<file path="config.mk">
export PLATFORM = sky130hd
export DESIGN_NAME = alu_result_buffer
export DESIGN_NICKNAME = d
export VERILOG_FILES = /design/src/rtl/alu_pkg.sv /design/src/rtl/alu_result_buffer.sv
export SDC_FILE = /design/constraint.sdc
export NUM_CORES = 1
export LEC_CHECK = 0
export BUFFER_PORTS_ARGS = -buffer_cell sky130_fd_sc_hd__buf_2
export CORE_UTILIZATION = 50
export DETAILED_ROUTE_END_ITERATION = 6
export PLACE_DENSITY = 0.8
export RECOVER_POWER = 25
export SLEW_MARGIN = 25
export SYNTH_ARGS = -nofsm -noshare
export SYNTH_HDL_FRONTEND = slang
export SYNTH_SLANG_ARGS = --single-unit
</file>
<file path="constraint.sdc">
create_clock -name clk -period 2.94 [get_ports clk]
set_input_delay 0.441 -clock clk [delete_from_list [all_inputs] [get_ports clk]]
set_output_delay 0.441 -clock clk [all_outputs]
set_load 0.01 [all_outputs]
</file>
<file path="src/rtl/alu_pkg.sv">
// Shared ALU definitions: result width and the packed buffer entry type.
package alu_pkg;

  localparam int DATA_W = 16;

  typedef struct packed {
    logic [DATA_W-1:0] result;
    logic              carry;
    logic              compare;
    logic              zero;
  } alu_entry_t;

endpackage

</file>
<file path="src/rtl/alu_result_buffer.sv">
// Two-entry skid buffer between the ALU and its consumer, with a carry flag
// register fed back to the ALU carry_in for multi-word chaining.
module alu_result_buffer #(
  parameter int DATA_W = 16,
  parameter int DEPTH  = 2
) (
  input  logic              clk,
  input  logic              rst_n,
  input  logic              in_valid,
  output logic              in_ready,
  input  logic [DATA_W-1:0] in_result,
  input  logic              in_carry,
  input  logic              in_compare,
  input  logic              in_flag_we,
  input  logic              flag_clear,
  output logic              carry_flag,
  output logic              out_valid,
  input  logic              out_ready,
  output logic [DATA_W-1:0] out_result,
  output logic              out_carry,
  output logic              out_compare,
  output logic              out_zero,
  output logic [1:0]        count
);
  import alu_pkg::*;

  localparam logic [1:0] FULL_COUNT = 2'(DEPTH);

  alu_entry_t head_q, tail_q, head_d, tail_d, new_entry;
  logic [1:0] count_q, count_d;
  logic       ready_q, ready_d;
  logic       carry_flag_q;
  logic       push, pop;

  assign push = in_valid && ready_q;
  assign pop  = (count_q != 2'd0) && out_ready;

  always_comb begin
    new_entry.result  = in_result;
    new_entry.carry   = in_carry;
    new_entry.compare = in_compare;
    new_entry.zero    = (in_result == '0);

    head_d  = head_q;
    tail_d  = tail_q;
    count_d = count_q;

    // Push and pop together only happens at count 1 (full blocks push,
    // empty blocks pop), so the new entry goes straight to the head.
    if (pop) begin
      head_d = push ? new_entry : tail_q;
    end else if (push) begin
      if (count_q == 2'd0) head_d = new_entry;
      else                 tail_d = new_entry;
    end

    case ({push, pop})
      2'b10:   count_d = count_q + 2'd1;
      2'b01:   count_d = count_q - 2'd1;
      default: count_d = count_q;
    endcase

    // Registered ready keeps in_ready low during reset and free of any
    // combinational path from out_ready.
    ready_d = (count_d != FULL_COUNT);
  end

  always_ff @(posedge clk or negedge rst_n) begin
    if (!rst_n) begin
      head_q  <= '0;
      tail_q  <= '0;
      count_q <= '0;
      ready_q <= 1'b0;
    end else begin
      head_q  <= head_d;
      tail_q  <= tail_d;
      count_q <= count_d;
      ready_q <= ready_d;
    end
  end

  always_ff @(posedge clk or negedge rst_n) begin
    if (!rst_n)                 carry_flag_q <= 1'b0;
    else if (flag_clear)        carry_flag_q <= 1'b0;
    else if (push && in_flag_we) carry_flag_q <= in_carry;
  end

  assign in_ready    = ready_q;
  assign out_valid   = (count_q != 2'd0);
  assign count       = count_q;
  assign carry_flag  = carry_flag_q;
  assign out_result  = head_q.result;
  assign out_carry   = head_q.carry;
  assign out_compare = head_q.compare;
  assign out_zero    = head_q.zero;

endmodule

</file>
**Yosys cells after proc, flatten, opt, wreduce, memory -nomap -nowiden**

Cells that the tools add are included.

- Input port bits: 24
- Output and inout bits: 24
- Logic and storage cells: 36
- Register bits after elaboration: 42

- $add $sub $neg: 2
- Equal/unequal tests: 3
- Reduce and logical (&&, ||, !) cells: 11
- Mux-type cells: 7
- Bitwise gates (word level): 2

Operator list:

| operator | number |
|---|---|
| $mux 19 | 4 |
| $logic_not 16->1 | 1 |
| $reduce_bool 2->1 | 4 |
| $pmux 2 s2 | 1 |
| $logic_and 1x1->1 | 3 |
| $reduce_and 3->1 | 1 |
| $add 2x1->2 const B | 1 |
| $eq 2x1->1 const B | 1 |
| $eq 2x2->1 const B | 1 |
| $logic_not 2->1 | 1 |
| $mux 1 | 2 |
| $ne 2x2->1 const B | 1 |
| $not 1->1 | 2 |
| $reduce_and 2->1 | 1 |
| $sub 2x1->2 const B | 1 |

**Logic depth before layout (Yosys ltp)**

- Depth in word-level cells: 5
- Depth in mapped cells: 8
- Gate-level depth less buffers: 8

**Worst setup path before layout**

No wires, ideal clock.

- Path kind: reg2reg
- From: register count_q[0] (netlist: count[0])
- To: register ready_q (netlist: in_ready)
- Setup time: 0.123 ns
- Required time: 2.817 ns
- Path slack: 1.146 ns
- Buffers on the path: 0
- Arrival time: 1.671 ns
- Cell stages (with the launch flop): 8
- Cells stage by stage: dfrtp_1 -> nor2_2 -> inv_1 -> and2_1 -> ha_1 -> nor2_1 -> xor2_1 -> nand2b_1

- Cells in the longest elaborated chain, start to end: 5

Ends and longest elaborated chain:

| what | line | text |
|---|---|---|
| start, declared | alu_result_buffer.sv:30 | `logic [1:0] count_q, count_d;` |
| start signal, assigned | alu_result_buffer.sv:77 | `count_q <= count_d;` |
| $reduce_bool 2->1 * | -- |  |
| net out_valid | alu_result_buffer.sv:17 | `output logic out_valid,` |
| $logic_and 1x1->1 * | alu_result_buffer.sv:36 | `assign pop = (count_q != 2'd0) && out_ready;` |
| $eq 2x1->1 or $eq 2x2->1 (tied branches) | alu_result_buffer.sv:57 | `case ({push, pop})` |
| $pmux 2 s2 * | alu_result_buffer.sv:57 |  |
| net count_d[1] | alu_result_buffer.sv:30 |  |
| $ne 2x2->1 * | alu_result_buffer.sv:65 | `ready_d = (count_d != FULL_COUNT);` |
| net ready_d | alu_result_buffer.sv:31 | `logic ready_q, ready_d;` |
| end signal, assigned | alu_result_buffer.sv:78 | `ready_q <= ready_d;` |
| end, declared | alu_result_buffer.sv:31 |  |

The timed path passes the listed nets; every way through them passes the cells marked *.
A chain may end at the register's enable or synchronous reset.

==> flow_summary.toml <==
[route]
drc = 0
dr_total_vias = 1287
wl_mm = 3.56
final_antenna_net_count = 0
drtIter0Drc = 44
dr.pass1.iters = 6
wl_per_cell_um = 14.6
vias_per_cell = 5.27

[synthesis]
seq_area_frac_synth = 0.586
syn_area_per_cell_um2 = 12.2
yosysWarnings = 0
syn_nets = 172
ys_ff_latch = 42
synthesis.area_um2 = 1790
ys_types = 27
syn_inst = 147

[clocking]
clkSlewWorstSetupHoldPaths_ns = 0.11
cts.path.max_buffers = 2
holdBufCountCts = 0
h-tree-depth = 2
cts_sinks = 42
clk_latency_ns = 0.37
cts_tree = "done"
cts_inserted_buffers = 5
post_cts_buffers = 0
cts_resized = 0
cts_root_buf = "clkbuf_4"

[setup_path]
crit_fanout = 42
cpMaxStageDelayCell = "clkbuf_1"
cp.required_ns = 2.98
end_kind = "async pin"
critPathBufInv = 1
crit_arrival_ns = 1.97
critPathKind = "in -> async"
cp_cell_sequence = "clkbuf_1"
cpPeakStageDelay_ns = 1.51
crit_family = "buffers and inverters"
reg2reg_slack_ns = 1.01
cp-start-kind = "primary input"

[floorplan]
die_height_um = 61.9
num_io_pins = 48
start_util = 0.529
fp.dieW_um = 61.9
dieArea_um2 = 3830
core_um2 = 3390
num_rows = 21

[timing]
fin_tns_setup_ns = 0
maxSlewViolCount = 43
rsz0062_at_grt = "false"
hold_violations = 0
fin_ws_ns = 1.01
setup_violations = 0
fin_crit_sh = 0.658
whs_ns = 0.226
max_clock_freq_ghz = 0.517
fin_crit_ns = 1.93
max_slew_margin = -0.439
tightest_slew_ns = 2.16
skew_ns = 0.0187

[pwr]
powerDensity_nw_per_um2 = 1090
peakVddDrop_uv = 559
leakage_uw = 0.000996

[run_status]
outcome = "complete, but fails checks"
violations = "capacitance limit, slew limit"

[cells_and_area]
diodes = 0
drive_above_1_share = 0.409
final_nets = 222
final_cell_mix = "46 x buf_2, 42 x dfrtp_1, 38 x nor2_1, 19 x o22ai_1"
final_util = 0.638
syn_to_final_growth_pct = 20.6
final_common_cell = "buf_2"

[grt]
gr-total-overflow = 0
grt_pass1_vias = 1229
grt_usage = 0.209
grt_max_degree = 43
antenna_found_initial = 0
grt_pass1_wl_mm = 5.53

[worst_hold_path]
hold_path_class = "in -> reg"

[placed_design]
dp_hpwl_mm = 2.51
gp_congestion = 0.761
dp_slack_ns = 1.05
io_buffers = 47

[flow_run]
maxCapViolCount = 1
## flip-flops by register name (all words and copies together) (netlist names)
register,cells
carry_flag,1
count,2
in_ready,1
out_carry,1
out_compare,1
out_result,16
out_zero,1
tail_q,19
## layer usage
| layer | global-route usage | vias up | wire length, um |
|---|---|---|---|
| li1 | - | 617 | - |
| met2 | 0.344 | 30 | 1770 |
| met5 | 0 | - | 0 |
| met3 | 0.0683 | 7 | 159 |
| met1 | 0.257 | 633 | 1570 |
| met4 | 0.0762 | 0 | 55 |
## power by group
part           internal [uW]  switching (uW)  leakage [uW]  total (uW)
clock network            288             184     0.0000585         472
logic                    433             450      0.000450         883
registers                858             154      0.000487        1010
## cell type report
type,count,area (um^2)
clock buffers,6,51.3
well taps,46,57.6
repair buffers,48,241
fillers,269,1230
flip-flops and latches,42,1050
multi-input cells,98,691
clock inverters,2,60.1
inverters,2,10.0
## final timing paths
path	start	endpoint	depth (start not counted)
min	flag_clear	carry_flag$_DFFE_PN0P_	2
max reg2reg	count[1]$_DFF_PN0_	in_ready$_DFF_PN0_	7
min in group asynchronous	rst_n	tail_q[15]$_DFFE_PN0P_	1
max in group clk	count[1]$_DFF_PN0_	in_ready$_DFF_PN0_	7
min reg2reg	tail_q[17]$_DFFE_PN0P_	out_result[14]$_DFFE_PN0P_	2
max	rst_n	out_compare$_DFFE_PN0P_	1
## per-stage QoR
step | std cells | total power [uW] | cell area, um^2
final | 244 | 2370 | 2160
after floorplan | 147 | 1620 | 1790
after detailed placement | 236 | 1920 | 2050
after CTS | 244 | 2390 | 2160
after global placement | 236 | 1870 | 2050
after global routing | 244 | 2540 | 2160
## Yosys cell counts (all sizes together)
cell	instances	area, um^2
dfrtp	42	1050
nor2	39	149
mux2	20	263
o22ai	19	119
buf	4	37.5
nor4	4	25.0
and2	2	15.0
inv	2	10.0
nand2	2	7.51
xnor2	2	17.5
a21oi	1	5.00
and4	1	8.76
clkbuf	1	3.75
ha	1	12.5
mux2i	1	10.0
nand2b	1	6.26
nand3	1	10.0
nor3	1	16.3
o21ai	1	8.76
o32ai	1	8.76
xor2	1	8.76
## kinds of logic after synthesis
logic type	after synthesis	synth area share
fa+ha+maj	1	0.00698
simple gates	51	0.133
xor+xnor	3	0.0147
compound gates	22	0.0789
mux	21	0.152
buf+inv	7	0.0286
flops	42	0.586
(Power assumes the default switching activity.)
